===== src/rtl/chan_512_bin_loader_if.sv =====
// Channel-select table write port: one entry written per cycle while tbl_we is high.
interface chan_512_bin_loader_if #(
  parameter int ADDR_W = 9,
  parameter int DATA_W = 16
);
  logic              tbl_we;
  logic [ADDR_W-1:0] tbl_addr;
  logic [DATA_W-1:0] tbl_data;

  modport master (output tbl_we, tbl_addr, tbl_data);
  modport slave  (input  tbl_we, tbl_addr, tbl_data);
endinterface


===== src/rtl/chan_512_bin_loader.sv =====
// Turns software load-bins strobes into channel-select table writes or a full clear sweep.
// Latency 3 edges from register change to first write; no backpressure, one pending write, excess strobes set ovr.
module chan_512_bin_loader #(
  parameter int ADDR_W = 9,
  parameter int DATA_W = 16
) (
  input  logic                         user_clk,
  input  logic                         user_rst,
  input  logic [31:0]                  user_data_out,
  chan_512_bin_loader_if.master        tbl,
  output logic                         busy,
  output logic [15:0]                  load_count,
  output logic                         ovr
);

  localparam logic [31:0] FIELD_MASK = 32'hC000_0000
                                     | (((32'd1 << ADDR_W) - 32'd1) << 16)
                                     | ((32'd1 << DATA_W) - 32'd1);

  typedef enum logic [1:0] {IDLE, WRITE, CLEAR} state_t;

  state_t            state, state_nxt;
  logic [31:0]       q1, q2;
  logic              q1_vld, q2_vld, armed, h31, h30;
  logic              stable, wr_req, clr_req, take_pend, wr_direct, store;
  logic [ADDR_W-1:0] req_addr, pend_addr, addr_r, addr_nxt;
  logic [DATA_W-1:0] req_data, pend_data, data_r, data_nxt;
  logic              pend_vld;

  // Ignored bits are masked so their skew cannot hold off a real command.
  assign stable   = q2_vld && (((q1 ^ q2) & FIELD_MASK) == 32'd0);
  assign wr_req   = armed && stable && q2[31] && !h31;
  assign clr_req  = armed && stable && q2[30] && !h30;
  assign req_addr = q2[16 +: ADDR_W];
  assign req_data = q2[DATA_W-1:0];
  assign store    = wr_req && !wr_direct;

  always_ff @(posedge user_clk or posedge user_rst) begin
    if (user_rst) begin
      q1     <= '0;
      q2     <= '0;
      q1_vld <= 1'b0;
      q2_vld <= 1'b0;
      armed  <= 1'b0;
      h31    <= 1'b0;
      h30    <= 1'b0;
    end else begin
      q1     <= user_data_out;
      q2     <= q1;
      q1_vld <= 1'b1;
      q2_vld <= q1_vld;
      if (stable) begin
        armed <= 1'b1;
        h31   <= q2[31];
        h30   <= q2[30];
      end
    end
  end

  // During CLEAR the address register doubles as the sweep counter.
  always_comb begin
    state_nxt = state;
    addr_nxt  = addr_r;
    data_nxt  = data_r;
    take_pend = 1'b0;
    wr_direct = 1'b0;
    case (state)
      IDLE: begin
        if (clr_req) begin
          state_nxt = CLEAR;
          addr_nxt  = '0;
          data_nxt  = '0;
        end else if (pend_vld) begin
          state_nxt = WRITE;
          take_pend = 1'b1;
          addr_nxt  = pend_addr;
          data_nxt  = pend_data;
        end else if (wr_req) begin
          state_nxt = WRITE;
          wr_direct = 1'b1;
          addr_nxt  = req_addr;
          data_nxt  = req_data;
        end
      end
      WRITE: begin
        if (clr_req) begin
          state_nxt = CLEAR;
          addr_nxt  = '0;
          data_nxt  = '0;
        end else begin
          state_nxt = IDLE;
        end
      end
      CLEAR: begin
        data_nxt = '0;
        if (clr_req) begin
          addr_nxt = '0;
        end else if (&addr_r) begin
          if (pend_vld) begin
            state_nxt = WRITE;
            take_pend = 1'b1;
            addr_nxt  = pend_addr;
            data_nxt  = pend_data;
          end else begin
            state_nxt = IDLE;
          end
        end else begin
          addr_nxt = addr_r + 1'b1;
        end
      end
      default: state_nxt = IDLE;
    endcase
  end

  always_ff @(posedge user_clk or posedge user_rst) begin
    if (user_rst) begin
      state      <= IDLE;
      addr_r     <= '0;
      data_r     <= '0;
      load_count <= '0;
      pend_vld   <= 1'b0;
      pend_addr  <= '0;
      pend_data  <= '0;
      ovr        <= 1'b0;
    end else begin
      state  <= state_nxt;
      addr_r <= addr_nxt;
      data_r <= data_nxt;
      if (state_nxt == WRITE) load_count <= load_count + 16'd1;
      // A slot being drained this cycle can take the new request without loss.
      if (store) begin
        if (pend_vld && !take_pend) begin
          ovr <= 1'b1;
        end else begin
          pend_vld  <= 1'b1;
          pend_addr <= req_addr;
          pend_data <= req_data;
        end
      end else if (take_pend) begin
        pend_vld <= 1'b0;
      end
    end
  end

  assign tbl.tbl_we   = (state != IDLE);
  assign tbl.tbl_addr = addr_r;
  assign tbl.tbl_data = data_r;
  assign busy         = (state != IDLE) || pend_vld;

endmodule


===== src/flat_wrapper.sv =====
// flat-port wrapper written by rule: the top's interface ports become plain ports
module chan_512_bin_loader_flat 
#(
  parameter int ADDR_W = 9,
  parameter int DATA_W = 16
)
  (user_clk, user_rst, user_data_out, busy, load_count, ovr, tbl_tbl_we, tbl_tbl_addr, tbl_tbl_data);
  chan_512_bin_loader_if #(.ADDR_W(ADDR_W), .DATA_W(DATA_W)) tbl_i ();
  input  logic user_clk;
  input  logic user_rst;
  input  logic [31:0] user_data_out;
  output logic busy;
  output logic [15:0] load_count;
  output logic ovr;
  output wire logic [$bits(tbl_i.tbl_we)-1:0] tbl_tbl_we;
  output wire logic [$bits(tbl_i.tbl_addr)-1:0] tbl_tbl_addr;
  output wire logic [$bits(tbl_i.tbl_data)-1:0] tbl_tbl_data;
  assign tbl_tbl_we = tbl_i.tbl_we;
  assign tbl_tbl_addr = tbl_i.tbl_addr;
  assign tbl_tbl_data = tbl_i.tbl_data;
  chan_512_bin_loader #(.ADDR_W(ADDR_W), .DATA_W(DATA_W)) u_core (.user_clk(user_clk), .user_rst(user_rst), .user_data_out(user_data_out), .tbl(tbl_i), .busy(busy), .load_count(load_count), .ovr(ovr));
endmodule

===== config.mk =====
export PLATFORM = sky130hd
export DESIGN_NAME = chan_512_bin_loader_flat
export DESIGN_NICKNAME = d
export VERILOG_FILES = /design/src/rtl/chan_512_bin_loader_if.sv /design/src/rtl/chan_512_bin_loader.sv /design/src/flat_wrapper.sv
export SDC_FILE = /design/constraint.sdc
export NUM_CORES = 1
export LEC_CHECK = 0
export CORE_ASPECT_RATIO = 1.75
export CORE_MARGIN = 5
export CORE_UTILIZATION = 58
export CTS_BUF_LIST = sky130_fd_sc_hd__clkbuf_16
export DETAILED_ROUTE_END_ITERATION = 10
export GPL_TIMING_DRIVEN = 0
export PLACE_DENSITY = 0.84
export REMOVE_ABC_BUFFERS = 1
export SYNTH_ARGS = -nofsm -noshare
export SYNTH_HDL_FRONTEND = slang
export SYNTH_SLANG_ARGS = --single-unit
export TNS_END_PERCENT = 10

===== constraint.sdc =====
create_clock -name user_clk -period 8.8 [get_ports user_clk]
set_input_delay 1.76 -clock user_clk [delete_from_list [all_inputs] [get_ports user_clk]]
set_output_delay 1.76 -clock user_clk [all_outputs]
set_load 0.02 [all_outputs]

After elaboration in Yosys (flattened, before gate mapping)
Cells that the tools add are included.
- flip-flop bits (word level): 139
- input port bits: 34
- output and inout port bits: 44
- word-level logic and storage cells: 86
- add/sub/neg operators: 2
- equal/unequal tests: 7
- mux-type cells: 36
- bitwise logic cells: 2
- reductions and logical operators: 24
- operators with widths (operator ; count):
    16-bit 2-to-1 mux ; 7
    9-bit 2-to-1 mux ; 7
    16-bit case mux with 3 select lines ; 1
    32-bit zero test ; 1
    32-bit bitwise XOR ; 1
    9-bit case mux with 3 select lines ; 1
    16-bit by 1-bit adder with 16-bit output (second input constant) ; 1
    1-bit 2-to-1 mux ; 12
    2-bit 2-to-1 mux ; 6
    9-bit by 1-bit adder with 9-bit output (second input constant) ; 1
    9-bit AND reduction ; 1
    1-bit logical AND ; 8
    2-bit case mux with 3 select lines ; 1
    2-bit AND reduction ; 3
    2-bit by 1-bit == test with 1-bit output (second input constant) ; 2
    1-bit zero test ; 4
    4-bit by 1-bit != test with 1-bit output (second input constant) ; 1
    4-bit by 2-bit != test with 1-bit output (second input constant) ; 1
    4-bit AND reduction ; 1
    2-bit nonzero test ; 2
    3-bit AND reduction ; 1
    3-bit nonzero test ; 1
    2-bit == test (second input constant) ; 1
    2-bit zero test ; 1
    other kinds (5) ; 5

Longest topological paths before layout
Gate-level depths: netlist (run 1).
- depth in word-level cells: 14
- gate-level depth with buffers: 13
- mapped depth without buffers: 11

Least setup slack after synthesis (run 1)
Ideal clock, no wire load.
- path kind: flip-flop to flip-flop
- start point: reg u_core.addr_r[0] (netlist: u_core.tbl.tbl_addr[0])
- end point: reg u_core.pend_addr[0]
- setup time: 0.125 ns
- data arrival time: 2.771 ns
- required time: 8.675 ns
- path slack: 5.905 ns
- stages on the path, launching flop included: 13
- cell sequence: dfrtp_1 ha_1 nand3_1 nor2_1 and3_1 ha_1 clkbuf_1 a21oi_1 o21ai_0 o21ai_0 nor2_2 buf_4 mux2_2
- longest elaborated chain between the ends: 8
- RTL lines (what ; RTL line ; RTL):
    start: declaration ; chan_512_bin_loader.sv:26 ; logic [ADDR_W-1:0] req_addr, pend_addr, addr_r, addr_nxt;
    start signal: assignment ; chan_512_bin_loader.sv:127 ; addr_r <= addr_nxt;
    9-bit AND reduction ; chan_512_bin_loader.sv:98 ; end else if (&addr_r) begin
    1-bit 2-to-1 mux ; chan_512_bin_loader.sv:98 ;
    1-bit 2-to-1 mux ; chan_512_bin_loader.sv:96 ; if (clr_req) begin
    1-bit case mux with 2 select lines ; chan_512_bin_loader.sv:67 ; case (state)
    1-bit zero test ; chan_512_bin_loader.sv:132 ; if (pend_vld && !take_pend) begin
    1-bit logical AND ; chan_512_bin_loader.sv:132 ;
    1-bit NOT (no source line) ; n/a ;
    2-bit AND reduction (no source line) ; n/a ;
    end signal: assignment ; chan_512_bin_loader.sv:136 ; pend_addr <= req_addr;
    end: declaration ; chan_512_bin_loader.sv:26 ;
Every way passes these cells.
A chain may end at the register's enable or synchronous reset.

Worst setup path after layout (run 1)
- start point: reg u_core.pend_vld
- end point: out busy
- longest elaborated chain between the ends: 1
- RTL lines (what ; RTL line ; RTL):
    start: declaration ; chan_512_bin_loader.sv:28 ; logic pend_vld;
    start signal: assignment ; chan_512_bin_loader.sv:121 ; pend_vld <= 1'b0;
    start signal: assignment ; chan_512_bin_loader.sv:135 ; pend_vld <= 1'b1;
    start signal: assignment ; chan_512_bin_loader.sv:140 ; pend_vld <= 1'b0;
    1-bit logical OR ; chan_512_bin_loader.sv:148 ; assign busy = (state != IDLE) || pend_vld;
    end: declaration ; flat_wrapper.sv:12 ; output logic busy;
Every way passes these cells.

==> results of run 1 <==
==> cell families after synthesis <==
family / count (synthesis)
xor+xnor: 48
compound gates: 77
other cells: 1
flops: 129
buf+inv: 26
fa+ha+maj: 7
simple gates: 103
mux: 39
==> power by group through the flow <==
stage	clock (uW)	sequential, uW	combinational (uW)
2_1_floorplan	0	625	22.0
3_3_place_gp	0	627	39.5
3_5_place_dp	0	628	42.4
4_1_cts	635	618	43.4
5_1_grt	664	619	47.4
6_report	627	618	42.3
==> flip-flops by register name, indices dropped and copies added, names as in the netlist <==
name	cells
u_core.q1	27
u_core.h31	1
u_core.state	2
u_core.load_count	16
u_core.pend_data	16
u_core.pend_addr	9
u_core.armed	1
u_core.tbl.tbl_addr	9
u_core.q2	27
u_core.q2_vld	1
u_core.q1_vld	1
u_core.ovr	1
u_core.h30	1
u_core.tbl.tbl_data	16
u_core.pend_vld	1
==> cell usage in the layout (no fill, tap or decap), drive strengths merged, types with 2 or more instances in the layout <==
| cell | instances |
|---|---|
| clkdlybuf4s50 | 72 |
| mux2 | 29 |
| o2bb2ai | 16 |
| a21oi | 9 |
| nand4 | 12 |
| clkinv | 8 |
| inv | 10 |
| nand2 | 16 |
| o21bai | 2 |
| dfrtp | 129 |
| o21a | 9 |
| and3 | 13 |
| nor4 | 3 |
| xnor2 | 32 |
| a31oi | 18 |
| o221ai | 10 |
| xor2 | 16 |
| clkinvlp | 3 |
| and2 | 18 |
| or2 | 4 |
| nand3 | 14 |
| ha | 7 |
| mux2i | 10 |
| clkbuf | 17 |
| o21ai | 6 |
| nor2 | 17 |
==> path summary, 6_finish.rpt <==
kind                                               end  slack, ns  cells past startpoint
worst max-delay path                              busy       3.79                      3
worst max register to register    u_core.pend_data[10]       4.84                     10
min in group asynchronous       u_core.tbl.tbl_data[3]       1.67                      2
worst min-delay path                     u_core.q2_vld       0.36                      0
max in group asynchronous                 u_core.q2[6]       6.37                      3
worst min register to register           u_core.q2_vld       0.36                      0
==> routing by layer <==
metal / up-vias / GRT usage [%]
li1: 1681 / -
met5: - / 0
met3: 31 / 5.95
met4: 0 / 9.82
met1: 1867 / 24.1
met2: 104 / 38.9
==> cell type report <==
type                    count  area share (%)
clock inverters            15            1.51
inverters                   7           0.462
clock buffers              17            6.28
multi-input cells         275            30.8
flip-flops and latches    129            47.7
repair buffers             73            11.0
well taps                 120            2.22
==> synthesized netlist by cell type, drive strengths merged <==
cell | count | area share [%]
a211o | 1 | 0.16
a211oi | 1 | 0.14
a21boi | 1 | 0.14
a21o | 1 | 0.14
a21oi | 9 | 0.90
a31oi | 18 | 2.1
and2 | 18 | 2.1
and3 | 13 | 1.5
buf | 9 | 1.1
clkbuf | 10 | 0.69
conb | 1 | 0.069
dfrtp | 129 | 59
ha | 7 | 1.6
inv | 7 | 0.48
mux2 | 29 | 6.0
mux2i | 10 | 1.8
nand2 | 16 | 1.2
nand2b | 1 | 0.12
nand3 | 14 | 1.3
nand3b | 1 | 0.14
nand4 | 12 | 1.4
nand4bb | 1 | 0.21
nor2 | 17 | 1.2
nor3 | 1 | 0.092
nor3b | 1 | 0.23
nor4 | 3 | 0.35
o211a | 1 | 0.18
o211ai | 1 | 0.14
o21a | 9 | 1.2
o21ai | 6 | 0.55
o21bai | 2 | 0.28
o221ai | 10 | 1.6
o2bb2ai | 16 | 2.6
o32ai | 1 | 0.51
or2 | 4 | 0.51
or4 | 1 | 0.14
xnor2 | 32 | 5.2
xor2 | 16 | 2.6
==> worst max-delay path: stages, from the launching register on <==
cell             delay [ns]
dfrtp_1                1.10
inv_1                  0.70
nand2_1                0.35
clkdlybuf4s50_1        0.67
==> stage by stage <==
step	hold slack [ns]	cell area, um^2	power, uW	worst slack [ns]
after global placement	0.333	6210	667	2.11
final	0.360	6770	1290	3.79
after global routing	0.366	6770	1330	3.63
after detailed placement	0.352	6240	671	4.29
after CTS	0.362	6770	1300	3.84
after floorplan	0.331	5340	647	3.60
==> results.sh, run 1 <==
export IMPL_ant_nets=0
export IMPL_grt_first_pass_wirelength_mm=19.9
export IMPL_wl_met2_mm=6.67
export IMPL_clock_sinks=129
export IMPL_overflow=0
export IMPL_routedWlPerCell_um=18.8
export IMPL_cts_inserted_buffers=17
export IMPL_min_path_type="reg -> reg"
export IMPL_die_h_um=138
export IMPL_slew_violations=0
export IMPL_p_sw_share_pct=21.8
export IMPL_final_hold_violation_count=0
export IMPL_routed_wl_mm=12.0
export IMPL_rows=46
export IMPL_fmax_ghz=0.200
export IMPL_drt_iter0_drc=249
export IMPL_path_class="reg -> out"
export IMPL_dpl_cell_count=604
export IMPL_ys_ff_latch=129
export IMPL_r2r_start="u_core.tbl.tbl_addr[0]"
export IMPL_cts_resized=0
export IMPL_cp_start_kind="register"
export IMPL_first_pass_iters=4
export IMPL_pwr_share_seq_pct=48.0
export IMPL_synth_top_family_by_area="compound AO/OA/AOI/OAI gates"
export IMPL_clock_power_share_pct=48.7
export IMPL_relSlewSlack_pct=8.79
export IMPL_synth_compound_area_share_pct=10.6
export IMPL_die_x_um=83.2
export IMPL_synthMuxAreaShare_pct=7.85
export IMPL_ys_seq_area_share_pct=59.4
export IMPL_fp_coreArea_um2=9090
export IMPL_num_fill_cells=641
export IMPL_skew_ns=0.00876
export IMPL_io_buffers=72
export IMPL_outcome="completed"
export IMPL_drc=0
export IMPL_finalCritPeriodShare_pct=56.9
export IMPL_crit_required_ns=7.04
export IMPL_fin_crit_ns=5.01
export IMPL_final_core_utilization_pct=74.5
export IMPL_vias=3683
export IMPL_dp_hpwl_mm=7.61
export IMPL_top_layer_used="met4"
export IMPL_worstSetupStartpoint="u_core.pend_vld"
export IMPL_antenna_found_initial=0
export IMPL_area_delta_synth_final_pct=24.6
export IMPL_tritoncts="done"
export IMPL_synth_xor_area_share_pct=7.74
export IMPL_ctsLongestPathBuffers=2
export IMPL_layoutNonFillerInstCount=636
export IMPL_io_pins=78
export IMPL_viasPerCell=5.79
export IMPL_path_max_fanout=30
export IMPL_initial_utilization_pct=59.8
export IMPL_end_kind="output port"
export IMPL_p_leak_uw=0.00293
export IMPL_multiInputGateArea_um2=2090
export IMPL_synth_distinct_cells=47
export IMPL_cts_reportedPaths_clkPinSlew_ns=0.05
export IMPL_htreeDepth=4
export IMPL_synth_simple_area_share_pct=10.4
export IMPL_hp_start="u_core.q1_vld"
export IMPL_syn_avg_cell_area_um2=12.6
export IMPL_syn_area_um2=5430
export IMPL_tightest_slew_ns=1.37
export IMPL_grt_usage_pct=21.9
export IMPL_cp_arrival_ns=3.25
export IMPL_p_int_uw=1010
export IMPL_gp_congestion=0.842
export IMPL_p_per_area_nw_per_um2=190
export IMPL_peakVddDrop_mv=0.163
export IMPL_wl_met1_mm=4.47
export IMPL_synth_warnings=0
export IMPL_met3WireLength_um=522
export IMPL_fin_nets=544
export IMPL_grt_pass1_vias=3946
export IMPL_drive_above_1_share_pct=12.8
export IMPL_synthAdderAreaFrac_pct=1.61
export IMPL_synth_cells=430
export IMPL_clock_latency_ns=0.42
export IMPL_setup_viol=0
export IMPL_cts_setup_buffers=0
export IMPL_regArea_um2=3230
export IMPL_p_sw_uw=281
export IMPL_grt_max_degree=106
export IMPL_setup_tns_ns=0
export IMPL_hold_buffers=0
export IMPL_die_area_um2=11500
export IMPL_n_antenna_cell=0
export IMPL_clockRootBuffer="clkbuf_16"
export IMPL_combPwrFrac_pct=3.3
export IMPL_grt_setup_unrepaired="false"
export IMPL_max_cap_violations=0
No activity file was read; power rests on OpenSTA's default activity.
==> run 2: changes to the inputs <==
- CORE_UTILIZATION: 58 -> 49
- PLACE_DENSITY: 0.84 -> 0.76
- clock period: 8.8 -> 4.6 ns (I/O delays scaled with it)
==> run 2 against run 1 <==
Against the previous run:
- combinational power increased by 87%
- clock power increased by 130%
- via count decreased by 0.95%
- worst setup slack got worse by 3.3 ns
- worst hold slack got worse by 0.0092 ns
- flip-flop and latch count unchanged
- critical path type unchanged
- largest power group unchanged
- highest routed layer unchanged
==> results.sh, run 2 (synthesized netlist as in run 1, its figures left out) <==
export IMPL_outcome="completed"
export IMPL_path_class="reg -> out"
export IMPL_grt_max_degree=68
export IMPL_overflow=0
export IMPL_io_buffers=72
export IMPL_fp_coreArea_um2=11000
export IMPL_initial_utilization_pct=49.5
export IMPL_crit_required_ns=3.68
export IMPL_path_cells="inv_1 -> nand2_1 -> clkdlybuf4s50_1"
export IMPL_stdcell_area_um2=6900
export IMPL_path_max_fanout=30
export IMPL_drc=0
export IMPL_cts_setup_buffers=0
export IMPL_hold_buffers=0
export IMPL_p_leak_uw=0.00298
export IMPL_grt_usage_pct=19.2
export IMPL_cp_slowest_stage_delay_ns=1.09
export IMPL_drt_iter0_drc=163
export IMPL_crit_cells=3
export IMPL_tightest_slew_ns=1.36
export IMPL_routed_wl_mm=11.6
export IMPL_cts_reportedPaths_clkPinSlew_ns=0.06
export IMPL_vias=3648
export IMPL_finalPower_uw=2700
export IMPL_slew_violations=0
export IMPL_hold_depth=0
export IMPL_fin_crit_ns=4.15
export IMPL_setup_viol=0
export IMPL_critical_path_top_delay_family="buffers and inverters"
export IMPL_grt_setup_unrepaired="false"
export IMPL_htreeDepth=4
export IMPL_hold_slack_ns=0.350
export IMPL_ctsLongestPathBuffers=2
export IMPL_dpl_cell_count=617
export IMPL_peakVddDrop_mv=0.309
export IMPL_first_pass_iters=4
export IMPL_cts_resized=0
export IMPL_tritoncts="done"
export IMPL_gp_congestion=0.808
export IMPL_fin_nets=545
export IMPL_routedWlPerCell_um=17.8
export IMPL_clockRootBuffer="clkbuf_16"
export IMPL_final_hold_violation_count=0
export IMPL_p_per_area_nw_per_um2=391
export IMPL_die_h_um=149
export IMPL_relSlewSlack_pct=9.24
export IMPL_clock_latency_ns=0.42
export IMPL_layout_commonest_cell="dfrtp_1"
export IMPL_io_pins=78
export IMPL_layout_common_cells="dfrtp_1 (129), clkdlybuf4s50_1 (72), xnor2_1 (32)"
export IMPL_grt_pass1_vias=3813
export IMPL_antenna_found_initial=0
export IMPL_viasPerCell=5.62
export IMPL_largestRegisters="u_core.q1: 27 flops, u_core.q2: 27 flops"
export IMPL_finalCritPeriodShare_pct=90.2
export IMPL_ant_nets=0
export IMPL_cp_arrival_ns=3.23
export IMPL_cts_inserted_buffers=17
export IMPL_min_path_type="reg -> reg"
export IMPL_end_kind="output port"
export IMPL_drive_above_1_share_pct=13.7
export IMPL_grt_first_pass_wirelength_mm=19.3
export IMPL_critPathSlowestCell="dfrtp_1"
export IMPL_area_delta_synth_final_pct=26.9
export IMPL_dpl_cell_area_um2=6260
export IMPL_path_buf_inv=2
export IMPL_rows=51
export IMPL_die_x_um=89.6
export IMPL_worstRegToRegCells=10
export IMPL_n_antenna_cell=0
export IMPL_worst_slack_ns=0.449
export IMPL_dp_hpwl_mm=7.69
export IMPL_clock_sinks=129
export IMPL_place_ws_ns=0.556
export IMPL_die_area_um2=13400
export IMPL_skew_ns=0.0120
export IMPL_cp_start_kind="register"
export IMPL_layoutNonFillerInstCount=649
export IMPL_fmax_ghz=0.241
export IMPL_max_cap_violations=0
-- run 2: area by class of cell --
| cell class | count | area [um^2] |
|---|---|---|
| clock inverter | 15 | 205 |
| fill | 830 | 4080 |
| timing repair buffer | 74 | 759 |
| clock buffer | 17 | 425 |
| multi-input combinational | 275 | 2080 |
| sequential | 129 | 3230 |
| inverter | 7 | 31.3 |
| tap | 132 | 165 |
-- run 2: where the power goes --
part           leakage, uW  internal [uW]  switching (uW)  total [uW]
clock             0.000303            913             522        1430
sequential         0.00167           1160            21.1        1180
combinational      0.00101           40.9            38.0        78.9
-- run 2: path summary, 6_finish.rpt --
check,endpoint,slack (ns),from
worst max-delay path,busy,0.45,u_core.pend_vld
worst min-delay path,u_core.q2_vld,0.35,u_core.q1_vld
worst max register to register,u_core.pend_data[13],0.49,u_core.tbl.tbl_addr[0]
worst min register to register,u_core.q2_vld,0.35,u_core.q1_vld
max in group asynchronous,u_core.load_count[13],2.91,user_rst
min in group asynchronous,u_core.q1[3],0.97,user_rst
-- run 2: per-stage QoR --
step                      setup TNS [ns]  utilization (%)
after CTS                              0             62.8
after global placement           -169.13             56.7
after floorplan                        0                -
final                                  0             62.8
after detailed placement               0             57.1
after global routing                   0             62.8
-- run 2: metal layers --
| metal | vias to the layer above | GRT usage [%] | share of wire (%) |
|---|---|---|---|
| met3 | 26 | 6.25 | 4.7 |
| met4 | 0 | 8.27 | 3.0 |
| met5 | - | 0 | 0 |
| met2 | 87 | 31.8 | 54 |
| met1 | 1838 | 22.3 | 39 |
| li1 | 1697 | - | - |
-- run 2: worst register-to-register path: stages (launching register included) --
cell     delay [ns]
dfrtp_1        0.48
ha_1           0.23
nand3_1        0.12
nor2_1         0.21
and3_1         0.20
ha_1           0.67
a21oi_1        0.13
o21ai_0        0.30
o21ai_0        0.18
nor2_2         1.04
mux2_2         0.44
